===== config.mk =====
export PLATFORM = sky130hd
export DESIGN_NAME = ddr3_frame_reader
export DESIGN_NICKNAME = d
export VERILOG_FILES = /design/src/rtl/ddr3_video_pkg.sv /design/src/rtl/sync_edge_det.sv /design/src/rtl/ddr3_frame_reader.sv
export SDC_FILE = /design/constraint.sdc
export NUM_CORES = 1
export LEC_CHECK = 0
export CELL_PAD_IN_SITES_DETAIL_PLACEMENT = 1
export CELL_PAD_IN_SITES_GLOBAL_PLACEMENT = 1
export CORE_ASPECT_RATIO = 0.5
export CORE_MARGIN = 2
export CORE_UTILIZATION = 35
export CTS_BUF_LIST = sky130_fd_sc_hd__clkbuf_4
export DETAILED_ROUTE_END_ITERATION = 10
export PLACE_DENSITY = 0.81
export SKIP_LAST_GASP = 1
export SLEW_MARGIN = 0
export SYNTH_ARGS = -nofsm -noshare
export SYNTH_HDL_FRONTEND = slang
export SYNTH_SLANG_ARGS = --single-unit

===== constraint.sdc =====
create_clock -name Sys_clk -period 4 [get_ports Sys_clk]
set_input_delay 0.6 -clock Sys_clk [delete_from_list [all_inputs] [get_ports Sys_clk]]
set_output_delay 0.6 -clock Sys_clk [all_outputs]
set_load 0.05 [all_outputs]

===== src/rtl/ddr3_video_pkg.sv =====
// Shared constants and types for the DDR3 video read/write paths.
package ddr3_video_pkg;

  localparam logic [2:0] CMD_READ  = 3'b001;
  localparam logic [2:0] CMD_WRITE = 3'b000;

  // Displayed frame geometry.
  localparam int unsigned H_DATA = 1920;
  localparam int unsigned V_DATA = 1080;
  localparam int unsigned BPP    = 16;

  // Width of one app data beat.
  localparam int unsigned APP_DATA_W = 128;

  localparam int unsigned FRAME_BEATS = H_DATA * V_DATA * BPP / APP_DATA_W;
  // app_addr counts 16-bit words, so one beat advances by APP_DATA_W/16.
  localparam int unsigned ADDR_STEP = APP_DATA_W / 16;

  typedef enum logic [2:0] {
    ST_IDLE,
    ST_FLUSH,
    ST_WAIT_SPACE,
    ST_ISSUE,
    ST_DONE
  } rd_state_e;

endpackage


===== src/rtl/sync_edge_det.sv =====
// Two-flop synchronizer followed by a falling-edge detector.
// History resets high so an idle-high sync line gives no edge at reset.
module sync_edge_det (
  input  logic clk,
  input  logic rst_n,
  input  logic din,
  output logic fall
);

  logic [1:0] sync;
  logic       prev;

  // Bring din into the clk domain and keep one cycle of history.
  always_ff @(posedge clk or negedge rst_n) begin
    if (!rst_n) begin
      sync <= '1;
      prev <= 1'b1;
    end else begin
      sync <= {sync[0], din};
      prev <= sync[1];
    end
  end

  assign fall = prev & ~sync[1];

endmodule


===== src/rtl/ddr3_frame_reader.sv =====
// Read-side frame fetcher: issues DDR3 app read commands for one frame and
// forwards returned beats into the read-data FIFO, realigning on every vsync.
module ddr3_frame_reader #(
  parameter int unsigned ADDR_W      = 28,
  parameter int unsigned DATA_W      = 128,
  parameter int unsigned BURST_LEN   = 64,
  parameter int unsigned FRAME_BEATS = ddr3_video_pkg::FRAME_BEATS,
  parameter int unsigned ADDR_STEP   = ddr3_video_pkg::ADDR_STEP,
  parameter int unsigned FIFO_DEPTH  = 512,
  parameter int unsigned CNT_W       = 10
) (
  input  logic              Sys_clk,
  input  logic              Rst_n,
  input  logic [ADDR_W-1:0] frame_base,
  input  logic              vs_in,
  output logic              app_en,
  output logic [2:0]        app_cmd,
  output logic [ADDR_W-1:0] app_addr,
  input  logic              app_rdy,
  input  logic [DATA_W-1:0] app_rd_data,
  input  logic              app_rd_data_valid,
  output logic              fifo_wr_en,
  output logic [DATA_W-1:0] fifo_wr_data,
  input  logic [CNT_W-1:0]  fifo_wr_cnt,
  output logic              fifo_flush,
  output logic              frame_done
);

  import ddr3_video_pkg::*;

  localparam int unsigned OUT_W   = CNT_W + 1;
  localparam int unsigned SUM_W   = CNT_W + 2;
  localparam int unsigned BEAT_W  = $clog2(FRAME_BEATS + 1);
  localparam int unsigned BURST_W = $clog2(BURST_LEN + 1);

  rd_state_e          state;
  logic [OUT_W-1:0]   outstanding;
  logic [BEAT_W-1:0]  beat_cnt;
  logic [BURST_W-1:0] burst_cnt;
  logic               vs_fall;
  logic               accept;
  logic               rd_take;
  logic               forward;
  logic               space_ok;

  sync_edge_det u_vs_det (
    .clk   (Sys_clk),
    .rst_n (Rst_n),
    .din   (vs_in),
    .fall  (vs_fall)
  );

  assign app_cmd = CMD_READ;
  assign accept  = app_en & app_rdy;
  // Returns with nothing outstanding are stray and neither counted nor kept.
  assign rd_take = app_rd_data_valid && (outstanding != '0);
  assign space_ok = (SUM_W'(fifo_wr_cnt) + SUM_W'(outstanding) + SUM_W'(BURST_LEN))
                    <= SUM_W'(FIFO_DEPTH);

  // Data is only forwarded once the FIFO has been realigned to this frame.
  always_comb begin
    forward = 1'b0;
    if (state inside {ST_WAIT_SPACE, ST_ISSUE, ST_DONE})
      forward = rd_take;
  end

  // Track commands issued but not yet returned.
  always_ff @(posedge Sys_clk or negedge Rst_n) begin
    if (!Rst_n) begin
      outstanding <= '0;
    end else begin
      case ({accept, rd_take})
        2'b10:   outstanding <= outstanding + 1'b1;
        2'b01:   outstanding <= outstanding - 1'b1;
        default: outstanding <= outstanding;
      endcase
    end
  end

  // Register returned beats into the FIFO write port.
  always_ff @(posedge Sys_clk or negedge Rst_n) begin
    if (!Rst_n) begin
      fifo_wr_en   <= 1'b0;
      fifo_wr_data <= '0;
    end else begin
      fifo_wr_en <= forward;
      if (forward)
        fifo_wr_data <= app_rd_data;
    end
  end

  // Frame command sequencer with registered command/flush/done outputs.
  always_ff @(posedge Sys_clk or negedge Rst_n) begin
    if (!Rst_n) begin
      state      <= ST_IDLE;
      app_en     <= 1'b0;
      app_addr   <= '0;
      fifo_flush <= 1'b0;
      frame_done <= 1'b0;
      beat_cnt   <= '0;
      burst_cnt  <= '0;
    end else begin
      fifo_flush <= 1'b0;
      // A new vsync abandons the frame; any command accepted this very cycle
      // is still counted as outstanding and drained in FLUSH.
      if (vs_fall && (state inside {ST_WAIT_SPACE, ST_ISSUE, ST_DONE})) begin
        state  <= ST_FLUSH;
        app_en <= 1'b0;
      end else begin
        case (state)
          ST_IDLE: begin
            if (vs_fall)
              state <= ST_FLUSH;
          end
          ST_FLUSH: begin
            app_en <= 1'b0;
            if (outstanding == '0) begin
              fifo_flush <= 1'b1;
              app_addr   <= frame_base;
              beat_cnt   <= '0;
              frame_done <= 1'b0;
              state      <= ST_WAIT_SPACE;
            end
          end
          ST_WAIT_SPACE: begin
            if (space_ok) begin
              app_en    <= 1'b1;
              burst_cnt <= '0;
              state     <= ST_ISSUE;
            end
          end
          ST_ISSUE: begin
            if (app_rdy) begin
              app_addr  <= app_addr + ADDR_W'(ADDR_STEP);
              burst_cnt <= burst_cnt + 1'b1;
              beat_cnt  <= beat_cnt + 1'b1;
              if (beat_cnt == BEAT_W'(FRAME_BEATS - 1)) begin
                app_en     <= 1'b0;
                frame_done <= 1'b1;
                state      <= ST_DONE;
              end else if (burst_cnt == BURST_W'(BURST_LEN - 1)) begin
                app_en <= 1'b0;
                state  <= ST_WAIT_SPACE;
              end
            end
          end
          ST_DONE: begin
            app_en <= 1'b0;
          end
          default: begin
            app_en <= 1'b0;
            state  <= ST_IDLE;
          end
        endcase
      end
    end
  end

endmodule


==> run metrics <==
WHS Endpoint u_vs_det.sync[0]; Hold Fails Final Rpt 0; Setup Skew 0.0502 ns; CP required 4.51 ns; clock buffer count from CTS 49; largest net degree at the start of global routing 105; worst-margin pin slew 0.872 ns; filler cell count 2829; IO Count 334; Post-Synthesis Cells 845; Max-slew headroom 41.8%; final non-filler cell total 1594; top-area cell type share of the netlist area 52.1%; Internal 4.65 mW; post-synthesis async set-or-reset flop share 100%; Post-Synth Adder-Cell Area 4.74%; vias in the first global route 8913; synthesized flop and latch total 202; synth unique cells 64; mean area per synthesized cell 11.3 um^2; crit path launch type register; P&R area growth vs syn 46.5%; Synth Cell Area 9550 um^2; Seq/Total Area, Yosys 53.0%; logic gate share of total power 41.5%; Yosys warning count 0; wire per inst 19.9 um; Die W 238 um; static leakage 6.31 nW; Post-Synth Simple-Gate Area 11.5%; XOR/XNOR Fraction of Synth Area 1.74%; GPL Wtd Cong 0.825; WP data arrival 4.04 ns; Root Buffer Master clkbuf_4; cell taking the most area after synthesis dfrtp_1; reg-to-reg endpoint outstanding[10]; GRT Total Usage 22.0%; Max Freq 0.284 GHz; H-tree levels 2; switching power 3.20 mW; IO Port Bufs 330; Pins Over Slew Limit 0; CTS tree done; vias post-DR 8107; clock network fraction of total power 23.9%; max-cap violations 0; Reg area 5060 um^2; Worst VDD drop 0.000291 V; die footprint 28700 um^2; global-route wire length before repair 49.5 mm; Antenna Violating Nets Remaining 0; largest family of logic cells by synthesized area multiplexers; CTS clk-pin slew, worst paths 0.07 ns; mux cell area share after synthesis 15.5%; ant diodes 0; Synth Flop Type dfrtp_1; Sink Count 202; status complete, no violations; Hold Path Depth 1; Reg-to-Reg Start outstanding[1]; # placed instances 1502; Final Critical Period 3.52 ns; setup repair after global routing missed its margin false; core area 26600 um^2; switching portion of total power 40.7%; CP Capture Type register; Die Y 121 um; worst hold path class in -> reg; setup_tns 0 ns; Final Cycle Share 88.1%; R2R cell count 13; synth top area cells dfrtp_1 (52%), mux2_2 (15%), ha_1 (4.3%); Post-synth EDFFs 0; CP Class reg -> reg; vias per inst 5.09; drc violations 0; crit-path max FO 6; Final nets 1408; row count 42; PwrDens 561 nW/um^2; reg-to-reg slack, setup 0.48 ns; share of cells above drive strength 1 19.5%; First-pass DRT Iterations 4; worst skew pair latency 0.71 ns; Synth Area in Compound Gates 10.6%; Seq pwr share 34.6%; Hold Path Origin vs_in; initial antenna violation count 0; placed wire-length estimate 23.6 mm; final setup vio count 0; initial detailed-routing violation count 336; Clock Path Buffers 3; GRT Residual Overflow 0; initial core utilization 35.9%; area of the multi-input gates 4260 um^2; final wirelength 31.6 mm
## area by class of cell
cell class              instances  area share (%)
clock inverters                16           0.849
inverters                      23           0.617
flip-flops and latches        202            36.1
clock buffers                  75            4.02
well taps                     352            3.15
multi-input cells             580            30.5
repair buffers                346            24.8
## per-layer routing
metal	wire, um	up-vias	global-route usage, %
li1	-	3782	-
met1	12400	4119	25.7
met2	17200	140	40.5
met3	1230	66	4.43
met4	810	0	7.51
met5	0	-	0
## what timing repair did
action                                  in CTS  in global routing
resized for setup                            0                  3
endpoints found under the setup margin       0                  1
buffers inserted                             0                  0
hold buffers                                 1                  0
hold endpoints to repair                    14                  0
## power groups by stage
stage | Clock (mW) | Sequential [mW] | Combinational (mW)
2_1_floorplan | 0 | 3.58 | 1.21
3_3_place_gp | 0 | 2.71 | 3.14
3_5_place_dp | 0 | 2.74 | 3.26
4_1_cts | 1.95 | 2.70 | 3.27
5_1_grt | 2.07 | 2.77 | 3.48
6_report | 1.88 | 2.72 | 3.25
## logic make-up after synthesis
| family | Yosys count |
|---|---|
| flip-flops | 202 |
| AND/OR/NAND/NOR | 224 |
| AO/OA/AOI/OAI | 167 |
| XOR/XNOR | 19 |
| adder cells (fa/ha/maj) | 35 |
| buffers and inverters | 64 |
| other | 2 |
| multiplexers | 132 |
## placed cells by master, fill, tap and decap left out, drive strengths merged, types with 14 or more instances in the layout
| cell type | instances |
|---|---|
| ha | 33 |
| clkbuf | 76 |
| nor3 | 14 |
| a21oi | 57 |
| clkdlybuf4s50 | 329 |
| nor2 | 58 |
| mux2 | 129 |
| nand3 | 32 |
| inv | 24 |
| nand2 | 59 |
| o21ai | 50 |
| buf | 15 |
| dfrtp | 199 |
## how the worst max path moves through the flow
stage / from / end / slack (ns) / cells past startpoint
finish: outstanding[1] / outstanding[10] / 0.48 / 13
global placement: fifo_wr_cnt[1] / burst_cnt[2] / 0.11 / 13
CTS: outstanding[1] / outstanding[10] / 0.34 / 13
detailed placement: fifo_wr_cnt[1] / burst_cnt[2] / 0.01 / 13
global route: outstanding[3] / outstanding[10] / 0.04 / 14
floorplan: fifo_wr_cnt[1] / burst_cnt[2] / 0.85 / 12
## synth_stat cells, drive strengths merged, types with 6 or more instances
master and n:
o21ai 50, a21o 8, nor2 58, and3 13, inv 23, nand2 59, o22ai 9, ha 33
clkbuf 23, nor3 14, nand4 12, a31oi 7, dfrtp 199, xnor2 6, nor2b 6, a21oi 57
xor2 13, buf 18, nand3 32, mux2 129
## critical path, cell delays in order (launching register included)
cell and delay, ns:
dfrtp_1 0.47, nor4_4 0.36, nand3_1 0.13, and2_1 0.20, ha_1 0.30, ha_1 0.36
nor2b_1 0.14, o21ai_0 0.22, a21boi_0 0.16, o21ai_0 0.24, a21bo_2 0.20, a21oi_1 0.07
o311ai_0 0.32, o311ai_0 0.21
## state kept, by name, summed over array words and instances, names as in the netlist
signal         cells
u_vs_det.prev      1
app_addr          28
fifo_wr_en         1
frame_done         1
u_vs_det.sync      2
outstanding       11
state              3
fifo_wr_data     128
burst_cnt          7
app_en             1
beat_cnt          18
fifo_flush         1
## stage by stage
stage	util [%]	hold WS (ns)	area, um^2	power (mW)	worst slack, ns
after floorplan	-	0.304	9560	4.79	0.848
after global placement	49.9	0.347	13300	5.85	0.112
after detailed placement	49.9	0.347	13300	5.99	0.0119
after CTS	52.5	0.273	14000	7.92	0.337
after global routing	52.5	0.275	14000	8.31	0.0367
final	52.5	0.339	14000	7.85	0.475
(Power assumes the default switching activity.)
